**src/rtl/pc_ras_unit.sv**
```systemverilog
// Program counter with prioritised next-PC selection and a circular
// return-address stack that tracks overflow/underflow and mispredicted returns.
module pc_ras_unit #(
  parameter int          W     = 32,
  parameter int          DEPTH = 4,
  parameter logic [31:0] ENTRY = 32'h28
) (
  input  logic                   clk,
  input  logic                   INT_n,
  input  logic                   stall,
  input  logic                   isbranch,
  input  logic                   zero,
  input  logic                   isjump,
  input  logic                   isjalr,
  input  logic                   is_call,
  input  logic                   is_ret,
  input  logic [W-1:0]           branch,
  input  logic [W-1:0]           jTarget,
  input  logic [W-1:0]           jalrTarget,
  output logic [W-1:0]           PC,
  output logic [W-1:0]           PCp4,
  output logic [W-1:0]           ras_top,
  output logic [$clog2(DEPTH):0] ras_count,
  output logic                   ras_ovf,
  output logic                   ras_udf,
  output logic [15:0]            ret_miss
);

  localparam int              PW      = $clog2(DEPTH);
  localparam int              CW      = PW + 1;
  localparam logic [W-1:0]    ENTRY_W = W'(ENTRY);
  localparam logic [CW-1:0]   FULL    = CW'(DEPTH);
  localparam logic [W-1:0]    LSB_CLR = {{(W-1){1'b1}}, 1'b0};

  function automatic logic [15:0] sat_inc16(input logic [15:0] v);
    if (v == 16'hFFFF) sat_inc16 = v;
    else               sat_inc16 = v + 16'd1;
  endfunction

  function automatic logic [W-1:0] align_jalr(input logic [W-1:0] t);
    align_jalr = t & LSB_CLR;
  endfunction

  logic [W-1:0]  pc_r;
  logic [PW-1:0] ptr_r;
  logic [CW-1:0] cnt_r;
  logic          ovf_r;
  logic          udf_r;
  logic [15:0]   miss_r;
  logic [W-1:0]  ras_mem_r [DEPTH];

  logic [W-1:0]  pcp4_s;
  logic [W-1:0]  top_s;
  logic [W-1:0]  jalr_pc_s;
  logic          push_s;
  logic          pop_s;
  logic [W-1:0]  pc_nxt_s;
  logic [PW-1:0] ptr_nxt_s;
  logic [CW-1:0] cnt_nxt_s;
  logic          ovf_nxt_s;
  logic          udf_nxt_s;
  logic [15:0]   miss_nxt_s;
  logic          wr_en_s;
  logic [PW-1:0] wr_idx_s;

  assign pcp4_s    = pc_r + W'(32'd4);
  assign top_s     = (cnt_r != {CW{1'b0}}) ? ras_mem_r[ptr_r] : {W{1'b0}};
  assign jalr_pc_s = align_jalr(jalrTarget);
  assign push_s    = is_call & (isjump | isjalr);
  assign pop_s     = is_ret & isjalr;

  // Next-state selection for PC, stack pointer, counters and sticky flags.
  always_comb begin
    pc_nxt_s   = pc_r;
    ptr_nxt_s  = ptr_r;
    cnt_nxt_s  = cnt_r;
    ovf_nxt_s  = ovf_r;
    udf_nxt_s  = udf_r;
    miss_nxt_s = miss_r;
    wr_en_s    = 1'b0;
    wr_idx_s   = ptr_r;
    if (!stall) begin
      if (isjalr)                pc_nxt_s = jalr_pc_s;
      else if (isjump)           pc_nxt_s = jTarget;
      else if (isbranch && zero) pc_nxt_s = branch;
      else                       pc_nxt_s = pcp4_s;

      if (push_s && pop_s) begin
        wr_en_s  = 1'b1;
        wr_idx_s = ptr_r;
      end else if (push_s) begin
        wr_en_s   = 1'b1;
        wr_idx_s  = ptr_r + PW'(1'b1);
        ptr_nxt_s = ptr_r + PW'(1'b1);
        // When full the pointer still advances, so the oldest slot is reused.
        if (cnt_r == FULL) ovf_nxt_s = 1'b1;
        else               cnt_nxt_s = cnt_r + CW'(1'b1);
      end else if (pop_s) begin
        if (cnt_r != {CW{1'b0}}) begin
          ptr_nxt_s = ptr_r - PW'(1'b1);
          cnt_nxt_s = cnt_r - CW'(1'b1);
        end else begin
          udf_nxt_s = 1'b1;
        end
      end else begin
        wr_en_s = 1'b0;
      end

      if (pop_s && ((cnt_r == {CW{1'b0}}) || (top_s != jalr_pc_s)))
        miss_nxt_s = sat_inc16(miss_r);
      else
        miss_nxt_s = miss_r;
    end else begin
      pc_nxt_s = pc_r;
    end
  end

  // Control state register with asynchronous reset.
  always_ff @(posedge clk or negedge INT_n) begin
    if (!INT_n) begin
      pc_r   <= ENTRY_W;
      ptr_r  <= {PW{1'b0}};
      cnt_r  <= {CW{1'b0}};
      ovf_r  <= 1'b0;
      udf_r  <= 1'b0;
      miss_r <= 16'h0000;
    end else begin
      pc_r   <= pc_nxt_s;
      ptr_r  <= ptr_nxt_s;
      cnt_r  <= cnt_nxt_s;
      ovf_r  <= ovf_nxt_s;
      udf_r  <= udf_nxt_s;
      miss_r <= miss_nxt_s;
    end
  end

  // Stack storage; stale contents are hidden by the zero count after reset.
  always_ff @(posedge clk) begin
    if (wr_en_s) ras_mem_r[wr_idx_s] <= pcp4_s;
  end

  assign PC        = pc_r;
  assign PCp4      = pcp4_s;
  assign ras_top   = top_s;
  assign ras_count = cnt_r;
  assign ras_ovf   = ovf_r;
  assign ras_udf   = udf_r;
  assign ret_miss  = miss_r;

endmodule

```
**config.mk**
```make
export PLATFORM = sky130hd
export DESIGN_NAME = pc_ras_unit
export DESIGN_NICKNAME = d
export VERILOG_FILES = /design/src/rtl/pc_ras_unit.sv
export SDC_FILE = /design/constraint.sdc
export NUM_CORES = 1
export LEC_CHECK = 0
export ABC_AREA = 1
export BUFFER_PORTS_ARGS = -buffer_cell sky130_fd_sc_hd__buf_2
export CORE_ASPECT_RATIO = 0.9
export CORE_UTILIZATION = 45
export DETAILED_ROUTE_END_ITERATION = 7
export PLACE_DENSITY = 0.68
export SLEW_MARGIN = 20
export SYNTH_ARGS = -nofsm -noshare
export SYNTH_HDL_FRONTEND = slang
export SYNTH_SLANG_ARGS = --single-unit
```
**constraint.sdc**
```tcl
create_clock -name clk -period 4.6 [get_ports clk]
set_input_delay 0.46 -clock clk [delete_from_list [all_inputs] [get_ports clk]]
set_output_delay 0.46 -clock clk [all_outputs]
set_load 0.03 [all_outputs]
```
Word-level counts from Yosys, hierarchy flattened:

Memory sizes are Yosys's and may differ from the RTL's.
Index checks and enable logic that the tools add are counted.

* flip-flop bits (word level): 55
* bits in writable memories: 128
* input port bits: 105
* output and inout port bits: 117
* logic and storage cells: 57
* memories: 1

* add/sub/neg operators: 6
* equal/unequal tests: 4
* muxes and demuxes: 19
* bitwise gates (word level): 8
* reductions and logical operators: 13

Memories
* ras_mem_r: words 4, width 32, rd ports 1, clocked after memory_dff 0, write ports 1, RTL line 50 `logic [W-1:0] ras_mem_r [DEPTH];`

Operators with widths (number)
* $mux W32: 4
* $add A32 B3 Y32 const B: 1
* $ne A32 B32 Y1: 1
* $add A16 B1 Y16 const B: 1
* $eq A16 B16 Y1 const B: 1
* $mux W2: 6
* $mux W3: 4
* $reduce_and A5 Y1: 2
* $reduce_and A4 Y1: 2
* $mux W1: 5
* $not A1 Y1: 5
* $reduce_bool A2 Y1: 2
* $add A3 B1 Y3 const B: 1
* $eq A3 B3 Y1 const B: 1
* $logic_and A1 B1 Y1: 3
* $logic_not A3 Y1: 1
* $reduce_and A3 Y1: 1
* $reduce_bool A3 Y1: 1
* $sub A3 B1 Y3 const B: 1
* $add A2 B1 Y2 const B: 1
* $and A1 B1 Y1: 2
* $ne A2 B2 Y1 const B: 1
* $sub A2 B1 Y2 const B: 1
* $logic_or A1 B1 Y1: 1
* $or A1 B1 Y1: 1

Longest topological paths before layout:

Gate-level depths: netlist of the first run.

* word-level depth: 7
* mapped depth: 20
* depth with buffers taken out: 16

Worst setup path after synthesis of the first run:

OpenSTA, ideal clock, no wires.

* kind: input to register
* start: input port isjalr
* end: memory ras_mem_r[2][0], enable pin
* setup time: 0.421 ns
* arrival time: 3.057 ns
* required time: 4.179 ns
* slack: 1.122 ns
* cell stages on the path: 8
* buffers on the path: 1
* cell sequence: buf_2 > nor2_1 > inv_1 > nand2_1 > ha_1 > o21ai_0 > inv_1 > nor2_1

* word-level cells in the longest chain between the ends: 7
* elaborated cells between the ends (all ways): 12
* classes of those cells: mux (8); bitwise (3); reduce/logical (1)

Ends and longest elaborated chain
* start, declared: RTL line 14 `input logic isjalr,`
* $or A1 B1 Y1: RTL line 69 `assign push_s = is_call & (isjump | isjalr);`
* $and A1 B1 Y1: RTL line 69
* $mux W1 or $logic_and A1 B1 Y1 (tied branches): RTL line 91, 88
* $mux W1: RTL line 88 `if (push_s && pop_s) begin`
* $mux W1: RTL line 82 `if (!stall) begin`
* $mux W1: RTL line 139 `if (wr_en_s) ras_mem_r[wr_idx_s] <= pcp4_s;`
* $mux W1 (not written as such): RTL line 139
* end, declared: RTL line 50

Several ways; a longest one is shown, not always the timed one.

Worst setup path in the final report of the first run:

* start: register pc_r[3] (netlist: PC[3])
* end: output port PCp4[20]

* word-level cells in the longest chain between the ends: 1

Ends and longest elaborated chain
* start, declared: RTL line 44 `logic [W-1:0] pc_r;`
* start signal, assigned: RTL line 128 `pc_r <= pc_nxt_s;`
* $add A32 B3 Y32: RTL line 66 `assign pcp4_s = pc_r + W'(32'd4);`
* end, declared: RTL line 21 `output logic [W-1:0] PCp4,`

Every way passes these cells.

==> results by stage, run 1 <==
Timing:
- The final cycle utilization of the critical path is 0.7689.
- Setup repair after global routing left no endpoint under its margin.
- The worst clock skew is 0.008326 ns.
- In the post-route analysis, the smallest setup slack over all paths is between 1 and 1.5 ns.
- The minimum clock period after layout is 3.537 ns.
- The number of pins exceeding their max-slew limit in the final report is 0.
- The worst-case headroom to the max-slew limit is 0.4151.
- The number of hold violations in the final report is 0.
- The transition time of the tightest slew-check pin is 0.8764 ns.
- The accumulated negative setup slack is 0 ns.
- On the final layout, the worst hold slack is 0.1868 ns.
- The maximum achievable frequency is 282.7 MHz.
- Setup violations remaining at the end of the flow were counted as 0.

Synth:
- The post-synthesis area per instance is 8.033 µm².
- The fraction of synthesized cell area taken by the top area cell type is 0.3756.
- The netlist area before placement is 10230 µm².
- The total of flip-flops plus latches after synthesis is 183.
- Counting distinct cell types in the post-synthesis netlist gives 36.
- The dominant combinational cell family by area after synthesis is simple AND/OR/NAND/NOR gates.
- Of the total synthesized cell area, the portion taken by AND, OR, NAND and NOR gates is 0.2488.
- The count of flip-flops with a built-in enable after synthesis is about 130.
- The synthesized netlist net count is 1384.
- The most instantiated flip-flop cell in the synthesis netlist is sky130_fd_sc_hd__edfxtp_1.
- After synthesis, the share of flip-flops with an asynchronous set or reset is 0.3005.
- The adder and majority cell fraction of the synthesized area is 0.006847.
- The most common cell in the netlist is sky130_fd_sc_hd__nand2_1.
- The count of warnings emitted by yosys is 0.
- The portion of synthesized area spent on multiplexers is 0.0009781.
- By area the synthesized netlist is led by sky130_fd_sc_hd__edfxtp_1, sky130_fd_sc_hd__nand2_1, sky130_fd_sc_hd__dfrtp_1, sky130_fd_sc_hd__inv_1, sky130_fd_sc_hd__o21ai_0.
- The largest area contributor in the synthesized netlist is sky130_fd_sc_hd__edfxtp_1.
- For this run, the register share of the synthesized area comes to 0.5103.
- Sorting the synthesized cells by how often they occur yields sky130_fd_sc_hd__nand2_1, sky130_fd_sc_hd__inv_1, sky130_fd_sc_hd__edfxtp_1, sky130_fd_sc_hd__nor2_1, sky130_fd_sc_hd__o21ai_0.
- The xor and xnor fraction of the mapped netlist area is 0.03595.
- Synthesis handed over a netlist of between 1000 and 1500 instances.
- The synthesized-area fraction occupied by ao, oa, aoi and oai cells is 0.09317.

Flow run:
- The total of max-cap violations is 0.

Critical path:
- STA classifies the critical path endpoint as an output pin.
- The worst reg-to-reg setup slack is between 1 and 1.5 ns.
- The number of buffers and inverters on the critical path is 1.
- At the worst endpoint, the required time is between 4 and 5 ns.
- In this run the worst setup path terminates at PCp4[20].
- The startpoint type of the worst setup path is a register.
- Of all nets on the critical path, the largest fanout is 6.
- The reg-to-reg critical path endpoint is ret_miss[3].
- The startpoint identified for the worst register-to-register timing path is ptr_r[0].
- The slowest stage of the critical path belongs to the cell sky130_fd_sc_hd__dfstp_2.
- The largest stage delay on the critical path is about 0.56 ns.
- The data arrival at the endpoint of the critical path is between 3 and 4 ns.
- The family of cells with the greatest summed delay on the critical path is simple AND/OR/NAND/NOR gates.
- Traced cell by cell, the critical path runs through ha_1, nand3_1, nor2_1, nand3_1, nor2_2, nand2_1, nor2_2, xor2_1, buf_2.
- The critical path runs through a total of 9 cells.
- For the worst flop-to-flop path, the logic depth is 16.
- The worst setup path startpoint is PC[3].
- The setup path with the least slack is of type register to output pin.

CTS:
- The tree is rooted in a sky130_fd_sc_hd__clkbuf_16.
- The number of sinks handled by clock tree synthesis is roughly 180.
- The CTS tree is done.
- The number of buffers inserted for hold repair after clock tree synthesis is 0.
- For the worst-skew pair, the clock arrives at the later sink with an insertion delay of between 0.4 and 0.5 ns.
- The total clock buffers created by CTS is 17.
- The count of H-tree levels built during CTS is 4.
- The maximum buffer depth of the clock tree is 2.
- The count of cells resized by post-cts repair is 0.
- The total setup buffers inserted after CTS is 0.
- After clock tree synthesis, the clock-pin slew on the worst setup and hold paths is approximately 0.060 ns.

Global route:
- The first global-routing pass estimated between 40 and 50 mm of wire.
- The final global-route overflow total is 0.
- The number of global-route vias before repair is between 8000 and 9000.
- The maximum number of pins on one net before global-route repair is just under 70.
- The initial antenna violation count is 1.
- The total routing resource utilization after global routing is 0.2830.

Floorplanning:
- The initial cell density of the core is 0.4662.
- The die area is ~23000 µm².
- The die extent in x is 161.0 µm.
- The die is approximately 150 µm tall.
- In this run the count of I/O pins placed on the die edge is ~220.
- After floorplanning, the core was sized to cover between 20000 and 25000 µm².
- After floorplanning, the core was divided into between 50 and 60 placement rows.

Route:
- The total via count after detailed routing is approximately 9400.
- The first detailed-routing pass ran for 7 iterations.
- The routed wire length is 32.92 mm.
- In this run the remaining antenna-violating nets after routing total 0.
- Dividing the detail-routed via count by the number of cells gives 5.255.
- In the final routed layout, each cell accounts on average for roughly 18 µm.
- The initial detailed-routing violation count is slightly above 900.
- The number of design rule violations left after detail routing is 0.

Placed design:
- The HPWL after detailed placement is between 20 and 25 mm.
- The global placement routability congestion is between 0.9 and 1.
- The worst slack after detailed placement is about 1.3 ns.
- In this run the tool buffered the top-level ports with 220 buffer cells.

Pwr:
- The cell leakage power is 5.970 nW.
- The overall power is approximately 6.6 mW.
- For this design the ratio of total power to cell area is between 500 and 600 nW/µm².
- VDD sags by at most around 0.35 mV.

Cells and area:
- The number of antenna diodes is 0.
- After filler insertion, the fill cell instance count of the layout stands at around 2000.
- The net count of the finished layout is 1588.
- The fraction of layout instances using a drive strength above 1 is 0.1945.
- Compared with the post-synthesis result, the final layout area differs by 19.01%.

Status:
- The flow ran to the end, and the final reports show no timing, DRC or antenna violations.

Hold path:
- The worst hold path belongs to the class primary input to asynchronous set/reset pin.
==> logic make-up after synthesis <==
| logic type | Yosys count |
|---|---|
| simple gates | 609 |
| buf+inv | 256 |
| flops | 183 |
| compound gates | 178 |
| xor+xnor | 42 |
| fa+ha+maj | 5 |
| mux | 1 |
==> routing by layer <==
metal,routed length [µm],global-route usage
met3,3066,0.05146
met5,0,0
met1,14310,0.4063
met4,721,0.08538
met2,14820,0.4341
==> layout make-up <==
cell class,instances,area [µm²],area share
multi-input combinational,835,3963,0.3254
clock buffer,18,429.2,0.03524
inverter,198,743.2,0.06102
sequential,183,5224,0.4289
timing repair buffer,243,1299,0.1066
tap,291,364.1,0.02990
clock inverter,14,157.7,0.01294
==> layout by cell type, fill, tap and decap left out, types with 16 or more instances in the layout <==
cell	count
sky130_fd_sc_hd__o21ai_1	18
sky130_fd_sc_hd__clkbuf_16	17
sky130_fd_sc_hd__a21oi_1	41
sky130_fd_sc_hd__xor2_1	34
sky130_fd_sc_hd__buf_4	21
sky130_fd_sc_hd__nand4_1	23
sky130_fd_sc_hd__o21ai_0	97
sky130_fd_sc_hd__inv_1	195
sky130_fd_sc_hd__nor2_1	98
sky130_fd_sc_hd__nand2_1	363
sky130_fd_sc_hd__dfrtp_1	52
sky130_fd_sc_hd__nand3_1	83
sky130_fd_sc_hd__nor3_1	16
sky130_fd_sc_hd__edfxtp_1	128
sky130_fd_sc_hd__buf_2	220
==> how the worst min path moves through the flow <==
stage                   endpoint  slack (ns)
detailed placement       ras_udf        0.47
global placement         ras_ovf        0.47
global route        ras_count[1]        0.22
floorplan                  PC[0]        0.16
CTS                 ras_count[1]        0.21
finish              ras_count[1]        0.19
==> metrics by stage <==
| stage | cell area [µm²] | utilization | cells |
|---|---|---|---|
| 2_1_floorplan | 10230 | - | 1274 |
| 3_3_place_gp | 11590 | 0.5281 | 1750 |
| 3_5_place_dp | 11590 | 0.5281 | 1750 |
| 4_1_cts | 12180 | 0.5548 | 1782 |
| 5_1_grt | 12180 | 0.5548 | 1782 |
| 6_report | 12180 | 0.5548 | 1782 |
==> where the power goes <==
group	leakage (nW)	switching [mW]	total, mW	internal (mW)
Combinational	3.85	2.27	3.07	0.801
Sequential	1.85	0.118	2.09	1.98
Clock	0.269	0.606	1.45	0.847
Total	5.97	3.00	6.62	3.62
==> sequential cells by signal (all words and copies together), names as in the netlist <==
register   cells
ras_count      3
ras_mem_r    128
ras_ovf        1
ras_udf        1
ptr_r          2
PC            32
ret_miss      16
Note: power is estimated with default switching activity, not from simulation.
==> inputs of run 2 (changes only) <==
==> constraint.sdc (replaced) <==
create_clock -name clk -period 3.6 [get_ports clk]
set_input_delay 0.36 -clock clk [delete_from_list [all_inputs] [get_ports clk]]
set_output_delay 0.36 -clock clk [all_outputs]
set_load 0.03 [all_outputs]
==> results by stage, run 2 (synthesis gave the netlist of run 1 again) <==
Cells and area:
- Leaving out fill and tap cells, the most frequent cells in the layout are sky130_fd_sc_hd__nand2_1, sky130_fd_sc_hd__buf_2, sky130_fd_sc_hd__inv_1.
- The number of flip-flops in the largest register is about 130.
- The register with the most flip-flops in the final layout is ras_mem_r.
- The fraction of layout instances using a drive strength above 1 is 0.2001.
- The number of antenna diodes is 0.
- For this run, the share of the core covered by cells in the final layout is 0.5568.
- After routing the design area is about 12000 µm².
- For this run, the post-layout net count is ~1600.
- The signed area change from the synthesized netlist to the final layout is 19.44%.
- The most common cell after layout, fill and taps aside is sky130_fd_sc_hd__nand2_1.

Timing:
- The accumulated negative setup slack is 0 ns.
- The setup-violating endpoint count in the final report is 0.
- Setup repair after global routing left no endpoint under its margin.
- After layout, the minimum clock period comes to 3.391 ns.
- Based on the critical path, the design can be clocked at up to slightly below 300 MHz.
- The number of pins exceeding their max-slew limit in the final report is 0.
- The final cycle utilization of the critical path is 0.9419.
- The worst pin sits at a relative slew slack of 0.3469.
- The transition time of the tightest slew-check pin is slightly below 1 ns.
- On the final layout, the worst clock skew is between 0.01 and 0.015 ns.
- The number of hold violations in the final report came to 0.

Route:
- The total via count after detailed routing is between 9000 and 10000.
- The routed wire length is around 33 mm.
- After detailed routing, the wire length on met1 is 14.20 mm.
- Once detail routing completed, the nets flagged for antenna violations numbered 0.
- The number of optimization iterations in the first detailed-route pass is 6.
- For this run, design rule violations remaining after detail routing come to 0.
- The first routing iteration left roughly 830 violations.
- The routed wire length on met3 is 3.322 mm.
- In the routed layout, each cell is associated on average with a via count of between 5 and 6.
- Dividing the detail-routed wire length by the instance count gives 18.61 µm.
- The top layer used by detailed routing is met4.
- Detailed routing placed a total of 14.82 mm of wire on met2.

Critical path:
- The data arrival at the endpoint of the critical path is between 3 and 4 ns.
- The library cell contributing the largest single delay on the critical path is sky130_fd_sc_hd__dfstp_2.
- The reg-to-reg critical path endpoint is ret_miss[7].
- For flop-to-flop paths, the worst setup slack is 0.72 ns.
- The required time at the endpoint of the critical path is about 3.2 ns.
- The worst-path maximum fanout is 6.
- The beginning of the worst register-to-register path is ras_count[0].
- The count of cells along the worst register-to-register path is 15.
- Traced cell by cell, the critical path runs through ha_1, nand3_1, nor2_1, nand3_1, nor2_4, nand2_1, nor2_2, xor2_1, buf_2.
- The largest stage delay on the critical path is around 0.56 ns.
- STA classifies the critical path endpoint as an output pin.
- The critical path is of the register to output pin type.
- The most numerous cell on the critical path is sky130_fd_sc_hd__nand3_1.
- The worst setup path is launched from a register.

Pwr:
- The largest vdd supply drop is ~0.46 mV.
- The areal power density over the cells is 697.8 nW/µm².
- The cell leakage power is 5.996 nW.

Global route:
- Entering global routing, the biggest net connects 44 pins.
- The wire length of the first global-routing pass is approximately 50 mm.
- The total routing resource utilization after global routing is 0.2884.
- The total overflow left after global routing is 0.
- The number of global-route vias before repair was about 8800.
- The initial antenna violation count was 1.

Placed design:
- Summing all placed instances gives a cell area of around 12000 µm².
- In this run the tool buffered the top-level ports with between 200 and 250 buffer cells.
- At the end of routability-driven placement, the weighted congestion stood at around 0.94.
- The HPWL reported at the end of detailed placement is about 24 mm.

Floorplanning:
- The die area is around 23000 µm².
- The floorplan has 51 rows.
- After floorplanning, the core was sized to cover 21950 µm².
- The number of top-level pins is 222.
- The initial cell density of the core is 0.4662.
- The die is approximately 160 µm wide.
- The height of the chip is 145.1 µm.

CTS:
- The maximum buffer depth of the clock tree is 2.
- The count of H-tree levels built during CTS is 4.
- The clock reaches the later pin of the worst-skew pair after 0.44 ns.
- The number of buffers inserted for hold repair after clock tree synthesis is 0.
- TritonCTS built the clock tree.
- After clock tree synthesis, the clock-pin slew on the worst setup and hold paths is 0.08 ns.
- The tree built by TritonCTS fans out to roughly 180 sinks.
- The total clock buffers created by CTS is 17.
- The cell chosen for the clock root is sky130_fd_sc_hd__clkbuf_16.

Hold path:
- The worst min-delay path class is primary input to asynchronous set/reset pin.

Flow run:
- Max-cap violations in this run came to 0.

Status:
- The run finished with clean final reports.
run 2: cell count changes in the layout (fill, tap and decap cells not counted), sizes merged:
cell / delta
buf: +3
bufinv: -2
clkbuf: +1
clkinv: -4
clkinvlp: -1
inv: +6
run 2: cell type report:
| cell class | instances | area (µm²) |
|---|---|---|
| multi-input cells | 835 | 3983 |
| repair buffers | 246 | 1334 |
| fillers | 2014 | 9728 |
| well taps | 291 | 364.1 |
| inverters | 198 | 743.2 |
| flip-flops and latches | 183 | 5224 |
| clock buffers | 19 | 442.9 |
| clock inverters | 13 | 132.6 |
run 2: where the power goes:
part / leakage [nW] / switching [mW] / internal (mW) / total, mW
combinational: 3.88 / 2.90 / 1.07 / 3.97
clock: 0.270 / 0.857 / 0.990 / 1.85
sequential: 1.85 / 0.192 / 2.52 / 2.72
total: 6.00 / 3.95 / 4.58 / 8.53
run 2: worst max path at each step:
| stage | from | end | slack (ns) | cells past startpoint |
|---|---|---|---|---|
| after detailed placement | isjalr | ras_mem_r[0][26] | 0.63 | 9 |
| after floorplan | isjalr | ras_mem_r[2][0] | 0.22 | 8 |
| after CTS | PC[3] | PCp4[20] | 0.17 | 9 |
| final | PC[3] | PCp4[20] | 0.21 | 9 |
| after global placement | isjalr | ras_mem_r[0][22] | 0.67 | 9 |
| after global routing | PC[3] | PCp4[26] | 0.002 | 9 |
run 2: critical path, delay by kind of cell (launching register included):
| kind | cells | cell delay, ns |
|---|---|---|
| AND/OR/NAND/NOR | 6 | 1.12 |
| flip-flops | 1 | 0.56 |
| XOR/XNOR | 1 | 0.42 |
| buffers and inverters | 1 | 0.29 |
| adder cells (fa/ha/maj) | 1 | 0.19 |
run 2: metal layers:
metal / global-route usage / vias up
met4: 0.08726 / 0
met1: 0.4170 / 4475
li1: - / 4526
met5: 0 / -
met2: 0.4414 / 495
met3: 0.04917 / 65
run 2: timing repair:
item / in CTS / in global routing
resized for setup: 0 / 3
endpoints found under the setup margin: 0 / 2
setup buffers: 0 / 0
run 2: per-stage QoR:
stage,power (mW),cells,hold slack (ns),setup WS [ns]
floorplan,5.485,1274,0.06441,0.2224
global placement,6.645,1753,0.4676,0.6667
detailed placement,6.698,1753,0.4759,0.6329
CTS,8.519,1785,0.07471,0.1667
global route,9.016,1785,0.1070,0.002095
finish,8.529,1785,0.05814,0.2092
==> inputs of run 3 (changes only) <==
--- a/config.mk
+++ b/config.mk
@@ -9,6 +9,7 @@
 export BUFFER_PORTS_ARGS = -buffer_cell sky130_fd_sc_hd__buf_2
 export CORE_ASPECT_RATIO = 0.9
 export CORE_UTILIZATION = 45
+export CTS_BUF_LIST = sky130_fd_sc_hd__clkbuf_4 sky130_fd_sc_hd__clkbuf_8
 export DETAILED_ROUTE_END_ITERATION = 7
 export PLACE_DENSITY = 0.68
 export SLEW_MARGIN = 20
==> results by stage, run 3 (synthesis gave the netlist of run 1 again) <==
Timing:
- The transition time of the tightest slew-check pin is 0.9653 ns.
- The number of pins exceeding their max-slew limit in the final report is 0.
- Timing would allow up to 294.3 MHz.
- Setup violations remaining at the end of the flow were counted as 0.
- For the final database, setup skew stands at between 0.015 and 0.02 ns.
- The clock period could shrink to 3.398 ns.
- The worst-case headroom to the max-slew limit is 0.3565.
- The tightest hold path in the finished design has a slack of between 0.009 and 0.01 ns.
- Setup total negative slack on the finished layout was measured at 0 ns.
- In the finished design, the share of the clock period the worst path needs comes to 0.9440.
- The number of hold violations in the final report was 0.

Cells and area:
- The final core area utilization is 0.5486.
- The number of antenna diodes in the final layout is 0.
- The number of standard cells in the final layout excluding fillers is 1785.
- In the layout the commonest cells are sky130_fd_sc_hd__nand2_1, sky130_fd_sc_hd__buf_2, sky130_fd_sc_hd__inv_1.
- The library cell used most frequently in the layout, excluding fill and tap cells, is sky130_fd_sc_hd__nand2_1.
- After the last flow step, the layout net total stands at between 1500 and 2000.
- After routing the design area is 12040 µm².
- The number of flip-flops in the largest register is 128.
- The count of filler cells inserted in the layout is 2049.
- The signed area change from the synthesized netlist to the final layout is 17.68%.
- The register bank with the most flops is ras_mem_r.
- Of the cells placed in the final design, the portion with a size suffix greater than 1 is 0.2015.

Placed design:
- The area of placed instances is around 12000 µm².
- The global placement routability congestion is 0.9422.
- The HPWL reported at the end of detailed placement is 24.01 mm.
- Including well taps, the total number of placed cells is around 1800.
- Port buffering added 220 buffers.

Critical path:
- The critical path in this run is classified as register to output pin.
- STA puts the critical path data required time at around 3.2 ns.
- The setup check on the worst reg-to-reg path leaves a slack of around 0.73 ns.
- Along the worst path, the maximum fanout reaches 6.
- The endpoint class of the critical path is an output pin.
- The worst register-to-register path begins at ras_count[0].
- The data arrival at the endpoint of the critical path is ~3 ns.
- The startpoint type of the worst setup path is a register.
- Tracing the worst setup path back leads to its startpoint at PC[3].

Route:
- After detailed routing, the number of remaining DRC violations is 0.
- The initial detailed-routing violation count is 810.
- The routed wire length is approximately 33 mm.
- Dividing the detail-routed via count by the number of cells gives between 5 and 6.
- The detailed-route wire length per cell is 18.49 µm.
- The total via count after detailed routing is 9499.
- The number of optimization iterations in the first detailed-route pass is 5.
- The detail route stage leaves a number of antenna-violating nets equal to 0.

Global route:
- The total routing resource utilization after global routing is 0.2859.
- The number of global-route vias before repair is ~8700.
- The final global-route overflow total is 0.
- The first global-routing pass estimated 50.04 mm of wire.
- The maximum number of pins on one net before global-route repair is 44.
- The initial antenna violation count was 1.

Floorplanning:
- The initial utilization of the core area, before any placement, comes to 0.4662.
- The height of the chip is 145.1 µm.
- The number of top-level pins is roughly 220.
- The core region is 21950 µm².
- The floorplan has a little over 50 rows.
- The die extent in x is 161.0 µm.
- The die covers approximately 23000 µm².

Flow run:
- The tool flagged a number of max-cap violations equal to 0.

CTS:
- After clock tree synthesis, the clock-pin slew on the worst setup and hold paths is roughly 0.11 ns.
- The count of H-tree levels built during CTS is 4.
- For the worst-skew pair, the clock arrives at the later sink with an insertion delay of around 0.48 ns.
- The number of gates resized after CTS was 0.
- The total setup buffers inserted after CTS is 0.
- The CTS tree is done.
- The number of sinks handled by clock tree synthesis is 183.
- In this run, post-CTS hold repair placed 0 buffers.
- In this run, CTS created clock tree buffers numbering 17.
- Clock tree synthesis selected as its root buffer the cell sky130_fd_sc_hd__clkbuf_8.
- The maximum buffer depth of the clock tree is 2.

Status:
- The run finished with clean final reports.

Pwr:
- The areal power density over the cells is approximately 670 nW/µm².
- IR analysis of the VDD net gives a maximum drop of between 0.4 and 0.5 mV.
- Summed over all cells, the static leakage comes to a little under 6 nW.

Hold path:
- The worst min-delay path class is primary input to asynchronous set/reset pin.
[run 3: cell counts in the layout (fill, tap and decap cells not counted)]
Identical to the previous run, type by type.
[run 3: through the flow]
stage,power (mW),setup slack (ns)
after floorplan,5.485,0.2224
after global placement,6.645,0.6667
after detailed placement,6.698,0.6329
after CTS,8.056,0.1210
after global routing,8.552,-0.03976
final,8.064,0.2016
[run 3: critical path: stages (launching register included)]
cell and delay, ns:
sky130_fd_sc_hd__dfstp_2 0.58, sky130_fd_sc_hd__ha_1 0.19, sky130_fd_sc_hd__nand3_1 0.12, sky130_fd_sc_hd__nor2_1 0.22, sky130_fd_sc_hd__nand3_1 0.25, sky130_fd_sc_hd__nor2_4 0.25
sky130_fd_sc_hd__nand2_1 0.11, sky130_fd_sc_hd__xor2_1 0.53, sky130_fd_sc_hd__buf_2 0.31
[run 3: area by class of cell]
cell class,count,area [µm²],area share
tap,291,364.1,0.03023
clock inverter,13,132.6,0.01101
clock buffer,19,255.2,0.02119
inverter,198,743.2,0.06171
sequential,183,5224,0.4338
timing repair buffer,246,1334,0.1108
multi-input combinational,835,3990,0.3313
[run 3: power by group]
part / switching, mW / internal, mW
sequential: 0.193 / 2.52
combinational: 2.89 / 1.07
clock: 0.800 / 0.592
total: 3.88 / 4.18
[run 3: path summary, 6_finish.rpt]
kind / end / cells past startpoint
min in group clk: PC[0] / 3
hold reg to reg: ras_ovf / 1
hold / removal: ras_count[0] / 1
max in group asynchronous: ret_miss[8] / 2
setup / recovery: PCp4[30] / 8
setup reg to reg: ret_miss[5] / 15
[run 3: per-layer routing]
layer / vias to the layer above / GRT usage / part of all wire
li1: 4522 / - / -
met1: 4451 / 0.4112 / 0.43
met2: 468 / 0.4364 / 0.44
met3: 58 / 0.05146 / 0.098
met4: 0 / 0.08962 / 0.026
met5: - / 0 / 0
